==> src/rtl/ps2_rx_fifo.sv <==
// PS/2 device-to-host receiver with a glitch filter, odd-parity check, frame timeout,
// scan-code history register and a receive FIFO with a valid/ready pop interface.
//
// Ports:
//   clk, rst_n            system clock, synchronous active-low reset
//   ps2_clk, ps2_data     raw asynchronous PS/2 pins
//   code                  last HIST_BYTES good bytes, newest in [7:0]
//   byte_valid/byte_data  FIFO head, popped when byte_valid & byte_ready
//   byte_ready            consumer pop request
//   fifo_count            FIFO occupancy
//   overflow, parity_err, frame_err   sticky error flags, cleared by err_clr
//
// Optional build macro PS2_KEY_DECODE_EN adds key_valid/key_make/key_ext/key_code. The
// decoder then consumes the FIFO itself and byte_ready is ignored.
module ps2_rx_fifo #(
  parameter int unsigned FILTER_LEN  = 3,
  parameter int unsigned HIST_BYTES  = 2,
  parameter int unsigned FIFO_DEPTH  = 8,
  parameter int unsigned TIMEOUT_CYC = 5000
) (
  input  logic                            clk,
  input  logic                            rst_n,
  input  logic                            ps2_clk,
  input  logic                            ps2_data,
  output logic [8*HIST_BYTES-1:0]         code,
  output logic                            byte_valid,
  output logic [7:0]                      byte_data,
  input  logic                            byte_ready,
  output logic [$clog2(FIFO_DEPTH):0]     fifo_count,
  output logic                            overflow,
  output logic                            parity_err,
  output logic                            frame_err,
`ifdef PS2_KEY_DECODE_EN
  output logic                            key_valid,
  output logic                            key_make,
  output logic                            key_ext,
  output logic [7:0]                      key_code,
`endif
  input  logic                            err_clr
);

  localparam int unsigned AW = $clog2(FIFO_DEPTH);
  localparam int unsigned CW = AW + 1;
  localparam int unsigned TW = $clog2(TIMEOUT_CYC + 1);
  localparam logic [TW-1:0] ToLast = TW'(TIMEOUT_CYC - 1);

  typedef enum logic [1:0] {StIdle, StData, StParity, StStop} state_e;

  // Input conditioning
  logic [1:0]            clk_sync_q, dat_sync_q;
  logic [FILTER_LEN-1:0] hist_q;
  logic                  filt_q, tick, dat;

  always_ff @(posedge clk) begin
    if (!rst_n) begin
      clk_sync_q <= 2'b11;
      dat_sync_q <= 2'b11;
      hist_q     <= '1;
      filt_q     <= 1'b1;
    end else begin
      clk_sync_q <= {clk_sync_q[0], ps2_clk};
      dat_sync_q <= {dat_sync_q[0], ps2_data};
      hist_q     <= {hist_q[FILTER_LEN-2:0], clk_sync_q[1]};
      if (&hist_q)       filt_q <= 1'b1;
      else if (~|hist_q) filt_q <= 1'b0;
    end
  end

  // Tick fires in the cycle the filtered level is about to fall
  assign tick = filt_q & ~|hist_q;
  assign dat  = dat_sync_q[1];

  // Frame FSM
  state_e        state_q, state_d;
  logic [2:0]    bit_cnt_q, bit_cnt_d;
  logic [7:0]    shift_q, shift_d;
  logic          par_ok_q, par_ok_d;
  logic [TW-1:0] to_cnt_q, to_cnt_d;
  logic          good_d, good_q;
  logic [7:0]    good_byte_q;
  logic          perr_set, ferr_set;

  always_comb begin
    state_d   = state_q;
    bit_cnt_d = bit_cnt_q;
    shift_d   = shift_q;
    par_ok_d  = par_ok_q;
    good_d    = 1'b0;
    perr_set  = 1'b0;
    ferr_set  = 1'b0;
    to_cnt_d  = (state_q == StIdle || tick) ? '0 : to_cnt_q + 1'b1;
    if (tick) begin
      case (state_q)
        StIdle: begin
          if (!dat) begin
            state_d   = StData;
            bit_cnt_d = 3'd0;
          end
        end
        StData: begin
          shift_d   = {dat, shift_q[7:1]};
          bit_cnt_d = bit_cnt_q + 3'd1;
          if (bit_cnt_q == 3'd7) state_d = StParity;
        end
        StParity: begin
          par_ok_d = ^{shift_q, dat};
          state_d  = StStop;
        end
        StStop: begin
          // A bad stop bit masks any parity failure
          if (!dat)          ferr_set = 1'b1;
          else if (par_ok_q) good_d   = 1'b1;
          else               perr_set = 1'b1;
          state_d = StIdle;
        end
        default: state_d = StIdle;
      endcase
    end else if (state_q != StIdle && to_cnt_q == ToLast) begin
      ferr_set = 1'b1;
      state_d  = StIdle;
      to_cnt_d = '0;
    end
  end

  always_ff @(posedge clk) begin
    if (!rst_n) begin
      state_q     <= StIdle;
      bit_cnt_q   <= '0;
      shift_q     <= '0;
      par_ok_q    <= 1'b0;
      to_cnt_q    <= '0;
      good_q      <= 1'b0;
      good_byte_q <= '0;
    end else begin
      state_q   <= state_d;
      bit_cnt_q <= bit_cnt_d;
      shift_q   <= shift_d;
      par_ok_q  <= par_ok_d;
      to_cnt_q  <= to_cnt_d;
      good_q    <= good_d;
      if (good_d) good_byte_q <= shift_q;
    end
  end

  // History register
  logic [8*HIST_BYTES-1:0] code_q, code_next;

  if (HIST_BYTES == 1) begin : g_hist1
    assign code_next = good_byte_q;
  end else begin : g_histn
    assign code_next = {code_q[8*HIST_BYTES-9:0], good_byte_q};
  end

  always_ff @(posedge clk) begin
    if (!rst_n)      code_q <= '0;
    else if (good_q) code_q <= code_next;
  end

  assign code = code_q;

  // Receive FIFO
  logic [7:0]    mem [FIFO_DEPTH];
  logic [AW-1:0] wr_ptr_q, rd_ptr_q;
  logic [CW-1:0] count_q;
  logic          full, pop, push, ovf_set, consumer_ready;

`ifdef PS2_KEY_DECODE_EN
  assign consumer_ready = 1'b1;
`else
  assign consumer_ready = byte_ready;
`endif

  assign byte_valid = (count_q != '0);
  assign byte_data  = mem[rd_ptr_q];
  assign fifo_count = count_q;
  assign full       = (count_q == CW'(FIFO_DEPTH));
  assign pop        = byte_valid & consumer_ready;
  // A pop in the same cycle frees the slot the push needs
  assign push       = good_q & (~full | pop);
  assign ovf_set    = good_q & full & ~pop;

  always_ff @(posedge clk) begin
    if (push) mem[wr_ptr_q] <= good_byte_q;
  end

  always_ff @(posedge clk) begin
    if (!rst_n) begin
      wr_ptr_q <= '0;
      rd_ptr_q <= '0;
      count_q  <= '0;
    end else begin
      if (push) wr_ptr_q <= wr_ptr_q + 1'b1;
      if (pop)  rd_ptr_q <= rd_ptr_q + 1'b1;
      if (push && !pop)      count_q <= count_q + 1'b1;
      else if (pop && !push) count_q <= count_q - 1'b1;
    end
  end

  // Sticky flags: a set in the same cycle as err_clr wins
  logic ovf_q, perr_q, ferr_q;

  always_ff @(posedge clk) begin
    if (!rst_n) begin
      ovf_q  <= 1'b0;
      perr_q <= 1'b0;
      ferr_q <= 1'b0;
    end else begin
      ovf_q  <= ovf_set  | (ovf_q  & ~err_clr);
      perr_q <= perr_set | (perr_q & ~err_clr);
      ferr_q <= ferr_set | (ferr_q & ~err_clr);
    end
  end

  assign overflow   = ovf_q;
  assign parity_err = perr_q;
  assign frame_err  = ferr_q;

`ifdef PS2_KEY_DECODE_EN
  // Scan-code prefix decoder
  logic ext_q, brk_q;

  always_ff @(posedge clk) begin
    if (!rst_n) begin
      ext_q     <= 1'b0;
      brk_q     <= 1'b0;
      key_valid <= 1'b0;
      key_make  <= 1'b0;
      key_ext   <= 1'b0;
      key_code  <= '0;
    end else begin
      key_valid <= 1'b0;
      if (pop) begin
        if (byte_data == 8'hE0) begin
          ext_q <= 1'b1;
        end else if (byte_data == 8'hF0) begin
          brk_q <= 1'b1;
        end else begin
          key_valid <= 1'b1;
          key_make  <= ~brk_q;
          key_ext   <= ext_q;
          key_code  <= byte_data;
          ext_q     <= 1'b0;
          brk_q     <= 1'b0;
        end
      end
    end
  end
`endif

endmodule

==> config.mk <==
export PLATFORM = sky130hd
export DESIGN_NAME = ps2_rx_fifo
export DESIGN_NICKNAME = d
export VERILOG_FILES = /design/src/rtl/ps2_rx_fifo.sv
export SDC_FILE = /design/constraint.sdc
export NUM_CORES = 1
export LEC_CHECK = 0
export ABC_CLOCK_PERIOD_IN_PS = 4400
export CAP_MARGIN = 5
export CORE_MARGIN = 3
export CORE_UTILIZATION = 30
export DETAILED_ROUTE_END_ITERATION = 10
export GPL_ROUTABILITY_DRIVEN = 0
export GPL_TIMING_DRIVEN = 0
export PLACE_DENSITY = 0.56
export SKIP_LAST_GASP = 1
export SYNTH_ARGS = -nofsm -noshare
export SYNTH_HDL_FRONTEND = slang
export SYNTH_SLANG_ARGS = --single-unit
==> constraint.sdc <==
create_clock -name clk -period 4.4 [get_ports clk]
set_input_delay 0.88 -clock clk [delete_from_list [all_inputs] [get_ports clk]]
set_output_delay 0.88 -clock clk [all_outputs]
set_load 0.05 [all_outputs]
## Word-level counts from Yosys, hierarchy flattened

Memory sizes are Yosys's and may differ from the RTL's. A register that Yosys moved wholly into a read port is not among the register bits.
Cells that the tools add are included.

| word-level totals | value |
|---|---|
| bits in registers | 73 |
| bits in writable memories | 64 |
| input bits | 6 |
| word-level logic and storage cells | 99 |
| memories kept | 1 |

| cells by class | value |
|---|---|
| add/sub/neg operators | 6 |
| eq/ne operators | 9 |
| multiplexer cells | 28 |
| bitwise operators | 16 |
| reduce and logical (&&, ||, !) cells | 21 |

Memories:

| name | words | bits a word | rd ports | clocked after memory_dff | write ports | RTL line | source |
|---|---|---|---|---|---|---|---|
| mem | 8 | 8 | 1 | 1 | 1 | 162 | `logic [7:0] mem [FIFO_DEPTH];` |

Operators with widths:

| cell | number |
|---|---|
| $mux W13 | 3 |
| $mux W1 | 14 |
| $add A13 B1 Y13 const B | 1 |
| $eq A13 B13 Y1 const B | 1 |
| $add A3 B1 Y3 const B | 3 |
| $mux W3 | 3 |
| $reduce_and A3 Y1 | 3 |
| $reduce_xor A9 Y1 | 1 |
| $and A1 B1 Y1 | 8 |
| $mux W2 | 4 |
| $mux W4 | 2 |
| $pmux W2 S4 | 1 |
| $reduce_bool A2 Y1 | 4 |
| $ne A3 B3 Y1 const B | 2 |
| $pmux W3 S2 | 1 |
| $add A4 B1 Y4 const B | 1 |
| $eq A2 B2 Y1 const B | 2 |
| $eq A4 B4 Y1 const B | 1 |
| $not A1 Y1 | 4 |
| $or A1 B1 Y1 | 4 |
| $reduce_and A2 Y1 | 2 |
| $reduce_bool A4 Y1 | 1 |
| $sub A4 B1 Y4 const B | 1 |
| $eq A3 B3 Y1 const B | 1 |
| 8 further kinds | 12 |

## Logic depth before layout (Yosys ltp)

Gate-level depths: netlist (run 1).

| logic depth | value |
|---|---|
| word-level depth | 8 |
| gate-level depth with buffers | 11 |
| mapped depth without buffers | 11 |

## Worst setup path after synthesis (run 1)

No wires, ideal clock.

| timing | value |
|---|---|
| path kind | register to register |
| start point | reg count_q[0] (netlist: fifo_count[0]) |
| end point | reg count_q[3] (netlist: fifo_count[3]) |
| arrival time | 2.933 ns |
| path slack | 1.396 ns |
| stages on the path, launching flop included | 12 |
| path buffers | 0 |
| period minus slack after synthesis | 3.004 ns |
| cells stage by stage | dfxtp_1 > nor3_1 > nand2b_1 > nand2_1 > ha_1 > inv_1 > ha_1 > a21o_1 > a21oi_1 > xnor2_1 > or3_1 > a21oi_1 |

| between the ends | value |
|---|---|
| cells in the longest elaborated chain, start to end | 7 |
| elaborated cells between the ends (all ways) | 15 |
| classes of those cells | add/sub: 2; eq/ne: 1; mux: 2; bitwise: 4; reduce/logical: 6 |

RTL lines:

| element | RTL line | source |
|---|---|---|
| start: declaration | 164 | `logic [CW-1:0] count_q;` |
| start signal: assignment | 194 | `if (push && !pop) count_q <= count_q + 1'b1;` |
| start signal: assignment | 195 | `else if (pop && !push) count_q <= count_q - 1'b1;` |
| $reduce_bool A4 Y1 (*) | 173 | `assign byte_valid = (count_q != '0);` |
| named net byte_valid | 26 | `output logic byte_valid,` |
| $and A1 B1 Y1 (*) | 177 | `assign pop = byte_valid & consumer_ready;` |
| $or A1 B1 Y1 | 179 | `assign push = good_q & (~full \| pop);` |
| $and A1 B1 Y1 | 179 |  |
| $logic_not A1 Y1 | 195 |  |
| $logic_and A1 B1 Y1 | 195 |  |
| $reduce_bool A2 Y1 (no source line) | -- |  |

Mark *: on every way through the listed nets, which the timed path passes. The rest lies on a longest branch. The select of a mux whose other input is x is not followed.
A chain may end at the register's enable or synchronous reset.

==> metrics, run 1 <==
CP delay by family, top=buffers and inverters; Post-Route WL=11100 um; largest area contributor in the netlist=edfxtp_1; Synth Register Bits=140; Post-CTS Hold Buffers=0; via density per instance=4.62; initial antenna violation count=0; setup violators final=0; slowest CP cell=clkdlybuf4s50_1; Wirelength per Cell=15.3 um; first-pass GRT wire length=18100 um; Residual DRC=0; PD cells=494 mW/mm^2; core area=0.0180 sq mm; clk buf depth=2; Period minus WS final=3.78 ns; status=completed; Die ar.=0.0201 sq mm; worst setup path class=flop to output pin; crit start category=flop; Final ANT Viol Nets=0; n_diodes=0; Post-Syn Area=0.00553 sq mm; post-cts sizing count=0; critical path buffer and inverter count=3; Post CTS Setup Buffer Count=0; commonest non-fill, non-tap cell in the layout=dfxtp_1; Mean Syn Cell Area=13.0 sq um; starting density of the core=0.307; P_leak=2.32 nW; Arr. time, crit path=2.90 ns; first-pass detailed-route iteration total=4; CP cell instances=buf_1 -> buf_2 -> mux4_2 -> mux2_2 -> clkdlybuf4s50_1; register area share after synthesis=0.622; crit end category=output pin; DR vias=3333; Design Area, Final=0.00680 sq mm; post-synthesis cell type count=44; Overflow after GRT=0; PortBufs=37; Syn-to-layout area delta=23.0%; pin count of the biggest net entering global routing=17; Worst EP required=3.52 ns; Syn Nets=444; slew at the pin closest to its max-slew limit=0.903 ns; Synth top area share=0.347; Die Width=142 um; most frequent cells in the layout=dfxtp_1 (76), edfxtp_1 (64), nor2_1 (59), clkdlybuf4s50_1 (37), mux2i_1 (26); Clock Sink Count=140; hold crit path type=flop to flop; vias in the first global route=3499; final period utilization=0.859; total CTS buffers=17; number of max-cap violations=0; TritonCTS clock tree=yes; Post-layout nets=500; Clock Skew=0.0108 ns; Post-synth EDFFs=64; CP Max Fanout=10; root buffer cell=clkbuf_16; top area cells in the synthesized netlist=edfxtp_1 (35%), dfxtp_1 (28%), mux4_2 (6.5%), mux2i_1 (4.7%), nor2_1 (4.0%); relative slew slack=0.396; Mapped Cells=425; TNS Setup=0 ns; max-slew violation count=0; Post-DP Area=0.00620 sq mm; hpwl dp=7470 um; RSZ-0062 raised after global routing=false; Skew-Pair Late Insertion Delay=0.42 ns; worst hold slack=0.407 ns; fraction of registers with async set/reset=0; Max VDD drop=0.416 mV; Fillers=1759; total I/O pin count=38; top_reg_cell synth=dfxtp_1; violation count after the first detailed-route iteration=167; Placement Rows=49; H-Tree Depth=4; clk slew on worst S/H paths=0.06 ns; Total GRT Usage=0.118; fmax=265 MHz; die height=142 um; synth warn=0; crit-path max cell delay=0.70 ns; Fin. Hold Viols=0; share of cells above drive strength 1=0.136
## cells by family (layout without fill, tap and decap cells)
group | count (synthesis) | count (layout) | synth area share
multiplexers | 50 | 50 | 0.128
flip-flops | 140 | 140 | 0.622
AO/OA/AOI/OAI | 36 | 36 | 0.0378
adder cells (fa/ha/maj) | 13 | 13 | 0.0308
XOR/XNOR | 25 | 25 | 0.0421
AND/OR/NAND/NOR | 136 | 136 | 0.117
buffers and inverters | 25 | 93 | 0.0215
## per-stage QoR
step,util,setup WS (ns),power (mW),instances
after floorplan,-,1.40,1.80,425
after global placement,0.343,0.683,1.93,691
after detailed placement,0.344,0.869,1.93,691
after CTS,0.377,0.544,3.40,722
after global routing,0.377,0.489,3.50,722
final,0.377,0.622,3.36,722
## power by group
part / switching [mW] / leakage [nW] / total (mW) / internal (mW)
registers: 0.0261 / 1.21 / 1.40 / 1.37
clock network: 0.522 / 0.287 / 1.46 / 0.938
logic: 0.291 / 0.828 / 0.501 / 0.210
total: 0.839 / 2.32 / 3.36 / 2.52
## state kept, by name, indices dropped and copies added (netlist names), 2 cells and up, named ones only
register     count
dat_sync_q       2
fifo_count       4
rd_ptr_q         3
code            16
mem             64
shift_q          8
hist_q           3
wr_ptr_q         3
good_byte_q      8
state_q          2
clk_sync_q       2
bit_cnt_q        3
to_cnt_q        13
## cells in the mapped netlist, types with 2 or more instances
| library cell | n |
|---|---|
| o21ai_0 | 4 |
| a21oi_1 | 22 |
| inv_1 | 6 |
| buf_1 | 2 |
| nor3_1 | 3 |
| mux2_2 | 8 |
| ha_1 | 12 |
| nand4_1 | 4 |
| mux2i_1 | 26 |
| xor2_1 | 12 |
| buf_4 | 3 |
| nand3_1 | 18 |
| clkbuf_1 | 7 |
| nand2_1 | 21 |
| and2_1 | 2 |
| nor2b_1 | 4 |
| a21o_1 | 2 |
| nand2b_1 | 16 |
| mux4_2 | 16 |
| nor2_1 | 59 |
| xnor2_1 | 12 |
| o2111ai_1 | 2 |
| edfxtp_1 | 64 |
| buf_2 | 5 |
| dfxtp_1 | 76 |
## worst register-to-register path: stages, from the launching register on
cell and delay [ns]:
dfxtp_1 0.37, nor3_1 0.38, a31oi_2 0.27, ha_1 0.30, inv_1 0.12, ha_1 0.25
a21o_1 0.18, a21oi_1 0.17, xnor2_1 0.09, or3_1 0.30, a21oi_1 0.14
## layer usage
layer	up-vias	part of all wire	global-route usage
li1	1629	-	-
met1	1644	0.48	0.152
met2	51	0.48	0.183
met3	9	0.038	0.0391
met4	0	0.010	0.0455
met5	-	0	0
## final timing paths
check                             start                    endpoint  slack (ns)  cells after the start
max reg2reg  fifo_count[0]$_SDFFE_PN0P_  fifo_count[3]$_SDFFE_PN0P_        1.76                     10
max                                flop                byte_data[0]        0.62                      5
min reg2reg    dat_sync_q[0]$_SDFF_PN1_    dat_sync_q[1]$_SDFF_PN1_        0.41                      1
min            dat_sync_q[0]$_SDFF_PN1_    dat_sync_q[1]$_SDFF_PN1_        0.41                      1
## cell type report
type,instances,area [sq um],share of cell area
clock inverter,13,174,0.0256
clock buffer,18,429,0.0631
sequential,140,3440,0.506
inverter,7,26.3,0.00386
timing repair buffer,37,370,0.0545
tap,229,287,0.0421
buffer,18,92.6,0.0136
multi-input combinational,260,1980,0.291
Power figures use the tool's default switching activity.
==> run 2: changes to the inputs <==
Settings changed: CORE_UTILIZATION 30 to 55, PLACE_DENSITY 0.56 to 0.85.
==> metrics, run 2 (synthesis gave the netlist of run 1 again) <==
Skew-Pair Late Insertion Delay=0.52 ns (+0.10 ns); relative slew slack=0.386 (-0.00969); TritonCTS clock tree=yes; pre-CTS WS=0.843 ns (-0.0266 ns); Final ANT Viol Nets=0 (unchanged); number of max-cap violations=0 (unchanged); crit start category=flop; die height=106 um (-25%); Syn-to-layout area delta=20.1%; P_leak=2.31 nW (-0.48%); Clock Skew=0.00721 ns (-0.00354 ns); Die ar.=0.0113 sq mm (-44%); total I/O pin count=38 (unchanged); Post CTS Setup Buffer Count=0 (unchanged); core area=0.00950 sq mm (-47%); Overflow after GRT=0 (unchanged); most frequent cells in the layout=dfxtp_1 (76), edfxtp_1 (64), nor2_1 (59), clkdlybuf4s50_1 (37), mux2i_1 (26); max-slew violation count=0 (unchanged); clk slew on worst S/H paths=0.06 ns (about the same); worst setup path class=flop to output pin; Max VDD drop=0.363 mV (-13%); initial antenna violation count=0 (unchanged); Worst EP required=3.52 ns (about the same); H-Tree Depth=4 (unchanged); Clock Sink Count=140 (unchanged); final period utilization=0.869 (+0.0106); DR vias=3390 (+1.7%); post-cts sizing count=0 (unchanged); fmax=261 MHz (-1.2%); pin count of the biggest net entering global routing=17 (unchanged); crit-path max cell delay=0.71 ns (about the same); Largest Register=mem; starting density of the core=0.582 (+0.275); Period minus WS final=3.82 ns (+0.0464 ns); Arr. time, crit path=2.94 ns (+0.04 ns); Post-Route WL=10800 um (-2.5%); crit end category=output pin; Die Width=106 um (-25%); RSZ-0062 raised after global routing=false; Fin. Hold Viols=0 (unchanged); number of flip-flops in the largest register=64 (unchanged); slowest CP cell=clkdlybuf4s50_1; vias in the first global route=3562 (+1.8%); first-pass detailed-route iteration total=4 (unchanged); clk buf depth=2 (unchanged); share of cells above drive strength 1=0.143 (+0.00724); CP cell instances=buf_1 -> buf_2 -> mux4_2 -> mux2_2 -> clkdlybuf4s50_1; PD cells=489 mW/mm^2 (-0.94%); via density per instance=5.42 (+17%); first-pass GRT wire length=18000 um (-0.61%); critical path buffer and inverter count=3 (unchanged); Post-layout nets=502 (+0.40%); hold crit path type=flop to flop; Residual DRC=0 (unchanged); violation count after the first detailed-route iteration=130 (-22%); slew at the pin closest to its max-slew limit=0.918 ns (+0.0145 ns); Total GRT Usage=0.207 (+0.0891); total CTS buffers=17 (unchanged); CP Max Fanout=10 (unchanged); hpwl dp=6960 um (-6.8%); Placement Rows=35 (-29%); n_diodes=0 (unchanged); root buffer cell=clkbuf_8; PortBufs=37 (unchanged); Post-CTS Hold Buffers=0 (unchanged); Final WS setup=0.575 ns (-0.0464 ns); CP delay by family, top=buffers and inverters; commonest non-fill, non-tap cell in the layout=dfxtp_1; status=completed; setup violators final=0 (unchanged); Wirelength per Cell=17.3 um (+13%); TNS Setup=0 ns (unchanged)
## run 2: changes by cell type in the layout (fill, tap and decap cells not counted), sizes merged
cell / previous run / this run
buf: 11 / 13
bufinv: 4 / 1
clkbuf: 25 / 24
clkinv: 6 / 4
clkinvlp: 3 / 2
inv: 7 / 15
## run 2: final cells by class
cell class              count  area (sq um)
flip-flops and latches    140          3440
fillers                   634          2860
multi-input cells         260          1970
clock buffers              17           414
repair buffers             39           383
well taps                 129           161
clock inverters            15           151
plain buffers              18          92.6
inverters                   7          26.3
## run 2: path summary, 6_finish.rpt
kind | from | slack, ns | cells past startpoint | end
setup / recovery | flop | 0.58 | 5 | byte_data[4]
setup reg to reg | fifo_count[0]$_SDFFE_PN0P_ | 1.74 | 11 | fifo_count[3]$_SDFFE_PN0P_
hold reg to reg | dat_sync_q[0]$_SDFF_PN1_ | 0.42 | 1 | dat_sync_q[1]$_SDFF_PN1_
hold / removal | dat_sync_q[0]$_SDFF_PN1_ | 0.42 | 1 | dat_sync_q[1]$_SDFF_PN1_
## run 2: through the flow
step	instance area, sq um	utilization	std cells	hold WS [ns]	power (mW)
finish	6640	0.699	625	0.417	3.25
detailed placement	6060	0.638	591	0.402	1.93
CTS	6630	0.698	623	0.418	3.27
global placement	6060	0.638	591	0.394	1.91
global route	6640	0.699	625	0.439	3.37
floorplan	5530	-	425	0.386	1.80
## run 2: metal layers
layer / GRT usage / part of all wire / vias up
li1: - / - / 1644
met1: 0.252 / 0.43 / 1653
met2: 0.357 / 0.51 / 75
met3: 0.0522 / 0.038 / 18
met4: 0.0722 / 0.013 / 0
met5: 0 / 0 / -
## run 2: report_power, final
| part | switching (mW) | internal (mW) |
|---|---|---|
| combinational | 0.287 | 0.210 |
| clock | 0.586 | 0.770 |
| sequential | 0.0260 | 1.37 |
==> run 3: changes to the inputs <==
Settings changed: CTS_CLUSTER_SIZE from default to 8.
==> results of run 3 <==
Same layout as run 2: the final DEF is identical, and so are final timing and power.
==> RTL edit 1 (flow settings as in run 3) <==
The parameter `FIFO_DEPTH` goes from 8 to 4.
--- a/src/rtl/ps2_rx_fifo.sv
+++ b/src/rtl/ps2_rx_fifo.sv
@@ -15,7 +15,7 @@
 module ps2_rx_fifo #(
   parameter int unsigned FILTER_LEN  = 3,
   parameter int unsigned HIST_BYTES  = 2,
-  parameter int unsigned FIFO_DEPTH  = 8,
+  parameter int unsigned FIFO_DEPTH  = 4,
   parameter int unsigned TIMEOUT_CYC = 5000
 ) (
   input  logic                            clk,
Ports: changed (resized fifo_count); port bits go from 38 to 37. The function was not compared with the original's and may differ.
==> RTL edit 1 against run 3 <==
Highest routed layer unchanged; area after synthesis is 26% lower; routed wire length is 31% lower; design area is 28% lower; count of clock-buffer cells in the layout is 8 lower; power is 38% lower; sequential cell count is 36 lower; sequential power is 26% lower; worst setup slack better by 450 ps.
==> RTL edit 1: results (changes against run 3) <==
status=completed; Detail Placement HPWL=5430 um (-22%); Reg2Reg Depth=9 (-2); Synth top cells by count=dfxtp_1, nor2_1, edfxtp_1; Worst Path Arrival=2500 ps (-440 ps); part of the cycle the worst path needs=76.7% (-10 points); Net Count, Synth=371 (-16%); register area share after synthesis=58.4% (-3.9 points); Slew Limit Headroom=50.4% (+12 points); largest net degree at the start of global routing=20 (+3); crit-path max FO=8 (-2); Tot GR Track Use=19.1% (-1.6 points); worst skew pair latency=360 ps (-160 ps); pre-CTS setup slack=1080 ps (+233 ps); CTS Buf Count=9 (-8); share of flip-flops with an asynchronous set or reset=0% (unchanged); share of layout cells above drive strength 1=7.43% (-6.9 points); fillers=537 (-15%); initial antenna violation count=0 (unchanged); WL per Instance=15.0 um (-13%); Leak=1.73 nW (-25%); via-per-instance ratio=5.34 (-1.5%); first-pass GRT wire length=12800 um (-29%); Iter 0 DRT Violations=101 (-22%); Post-synth EDFFs=32 (-50%); vias in the first global route=2745 (-23%); Nets=418 (-17%); Clock Skew=8.68 ps (+1.48 ps); Max VDD drop=0.415 mV (+14%); R2R Setup Slk=1940 ps (+200 ps); max reg flops=32 (-50%); Site Rows=30 (-14%); port bufs=36 (-2.7%); Distinct cells, synth=41 (-6.8%)
## RTL edit 1: cell count changes in the layout (fill, tap and decap cells not counted), sizes merged, moves of 7 or more
cell and delta:
nor2 -7, nand2b -7, mux4 -8, edfxtp -32, a21oi -7, mux2 -8
## RTL edit 1: worst paths after layout
kind | end | from
worst max-delay path | byte_data[1] | register
worst min-delay path | dat_sync_q[1] | dat_sync_q[0]
worst max register to register | fifo_count[2] | good_q
worst min register to register | dat_sync_q[1] | dat_sync_q[0]
## RTL edit 1: layout make-up
type	instances	area, sq um	share of cell area, %
Sequential cell	104	2400	50.2
Buffer	18	77.6	1.62
Inverter	7	26.3	0.549
Multi-Input combinational cell	223	1610	33.6
Timing Repair Buffer	36	360	7.53
Tap cell	96	120	2.51
Clock buffer	9	124	2.59
Clock inverter	7	66.3	1.39
## RTL edit 1: metal layers
| metal | GRT usage, % | vias to the layer above | share of wire, % |
|---|---|---|---|
| li1 | - | 1317 | - |
| met1 | 23.7 | 1288 | 44 |
| met2 | 32.9 | 53 | 50 |
| met3 | 2.76 | 13 | 3.3 |
| met4 | 8.42 | 0 | 2.1 |
| met5 | 0 | - | 0 |
## RTL edit 1: power by group
group	switching (W)	internal (W)
Sequential	0.0000230	0.00101
Combinational	0.000266	0.000160
Clock	0.000334	0.000216
Total	0.000623	0.00138
## RTL edit 1: kinds of logic (layout without fill, tap and decap cells)
| logic type | count (synthesis) | in the layout | synth area share, % |
|---|---|---|---|
| AND/OR/NAND/NOR | 126 | 126 | 15.1 |
| XOR/XNOR | 22 | 22 | 5.02 |
| AO/OA/AOI/OAI | 25 | 25 | 3.41 |
| flip-flops | 104 | 104 | 58.4 |
| multiplexers | 37 | 37 | 11.4 |
| adder cells (fa/ha/maj) | 13 | 13 | 4.14 |
| buffers and inverters | 25 | 77 | 2.52 |
## RTL edit 1: worst max-delay path, cell delays in order, from the launching register on
cell	delay, ps
dfxtp_1	320
clkbuf_1	500
mux4_2	600
clkdlybuf4s50_1	710
## RTL edit 1: through the flow
stage	hold slack (ps)	cells	utilization, %	instance area (sq um)
CTS	419	500	68.2	4780
global route	442	500	68.2	4780
floorplan	386	352	-	4110
global placement	390	484	65.5	4590
detailed placement	395	484	65.5	4590
finish	416	500	68.2	4780
==> RTL edit 2 (config.mk and constraints of run 3) <==
Without the edit above. Encoding of `state_e`: now one-hot (4 bits for 4 states).
--- a/src/rtl/ps2_rx_fifo.sv
+++ b/src/rtl/ps2_rx_fifo.sv
@@ -44,7 +44,7 @@
   localparam int unsigned TW = $clog2(TIMEOUT_CYC + 1);
   localparam logic [TW-1:0] ToLast = TW'(TIMEOUT_CYC - 1);
 
-  typedef enum logic [1:0] {StIdle, StData, StParity, StStop} state_e;
+  typedef enum logic [3:0] {StIdle = 4'b0001, StData = 4'b0010, StParity = 4'b0100, StStop = 4'b1000} state_e;
 
   // Input conditioning
   logic [1:0]            clk_sync_q, dat_sync_q;
Formal check against the unedited RTL: no difference found for any inputs over 10 cycles, from zero or initial values and one cycle with rst_n low; not proved beyond that.
==> RTL edit 2 against run 3 <==
Sequential cell count is 2 higher; design area is 2.4% higher; synthesized cell count is 0.24% lower; register-to-register slack worse by 410 ps; non-clock buffer count is 2 lower; critical path depth is 1 lower; power is 1.8% lower; routed wire length is 1.4% higher; area after synthesis is 3.0% higher; worst hold slack worse by 9.1 ps; first-iteration DRC count is 23% higher; worst setup slack worse by 240 ps.
==> RTL edit 2: results (changes against run 3) <==
status=completed; first-pass GRT wire length=18300 um (+1.8%); Net Count, Synth=439 (-1.1%); register area share after synthesis=61.1% (-1.1 points); Avg Synthesized Cell Area=13.4 sq um (+3.3%); synth top area cells=edfxtp_1, dfxtp_1, mux2i_1; Max VDD drop=0.269 mV (-26%); via-per-instance ratio=5.59 (+3.0%); Nets=494 (-1.6%); Detail Placement HPWL=7080 um (+1.7%); Leak=2.26 nW (-2.1%); dpl cells=593 (+0.34%); vias in the first global route=3617 (+1.5%); share of layout cells above drive strength 1=13.4% (-0.90 points); Cell Area, Placed=6230 sq um (+2.7%); fillers=699 (+10%); port bufs=36 (-2.7%); Resized Gates After CTS=0 (unchanged); first-pass iteration count of the detailed router=5 (+1); pre-CTS setup slack=644 ps (-199 ps); drt total wl=10900 um (+1.4%); Worst Path Arrival=3180 ps (+240 ps); Clock Skew=12.3 ps (+5.13 ps); Slew @ Worst Pin=966 ps (+48.6 ps); Synth top cells by count=dfxtp_1, edfxtp_1, nor2b_1; CTS sink count=142 (+1.4%); DR vias=3492 (+3.0%); Horiz. Die Dim=108 um (+1.4%); Iter 0 DRT Violations=160 (+23%)
[RTL edit 2: cell count changes in the layout (fill, tap and decap cells not counted), sizes merged, moves of 5 or more]
cell	change
a21oi	-19
and2	+8
buf	-6
clkbuf	+5
mux2i	+10
nand2	-8
nand3	-7
nor2	-33
nor2b	+35
[RTL edit 2: worst max-delay path: stages, from the launching register on]
cell and delay (ps):
dfxtp_1 650, buf_2 450, mux4_2 570, mux2_2 280
clkdlybuf4s50_1 710
[RTL edit 2: per-layer routing]
metal	GRT usage (%)	part of all wire, %	vias to the layer above
met4	8.30	1.7	0
met5	0	0	-
met1	26.3	43	1751
met2	34.2	51	97
met3	5.88	4.5	16
li1	-	-	1628
[RTL edit 2: worst paths after layout]
| kind | startpoint | endpoint | slack [ps] | depth (start not counted) |
|---|---|---|---|---|
| worst max-delay path | register | byte_data[4] | 340 | 4 |
| worst min-delay path | dat_sync_q[0] | dat_sync_q[1] | 410 | 1 |
| worst max register to register | good_q | fifo_count[3] | 1330 | 11 |
| worst min register to register | dat_sync_q[0] | dat_sync_q[1] | 410 | 1 |
[RTL edit 2: through the flow]
step           hold WS (ps)  utilization [%]
2_1_floorplan           386                -
3_3_place_gp            389             62.8
3_5_place_dp            394             62.8
4_1_cts                 409             68.5
5_1_grt                 416             68.6
6_report                408             68.6
[RTL edit 2: cells by family after synthesis]
family	count (synthesis)	synth area share, %
mux	61	14.4
xor+xnor	25	4.08
compound gates	25	2.85
flops	142	61.1
fa+ha+maj	9	2.11
buf+inv	27	2.04
simple gates	135	13.4
[RTL edit 2: power by group]
group	switching [W]	total, W	internal (W)
combinational	0.000237	0.000426	0.000189
sequential	0.0000324	0.00142	0.00139
clock	0.000578	0.00135	0.000768
total	0.000848	0.00319	0.00235
[RTL edit 2: area by class of cell]
cell class              count  area, sq um  share of cell area [%]
flip-flops and latches    142         3480                    51.2
multi-input cells         255         2100                    31.0
clock buffers              17          414                    6.09
repair buffers             37          365                    5.37
well taps                 133          166                    2.45
clock inverters            15          151                    2.23
plain buffers              18         82.6                    1.21
inverters                   8         30.0                   0.442
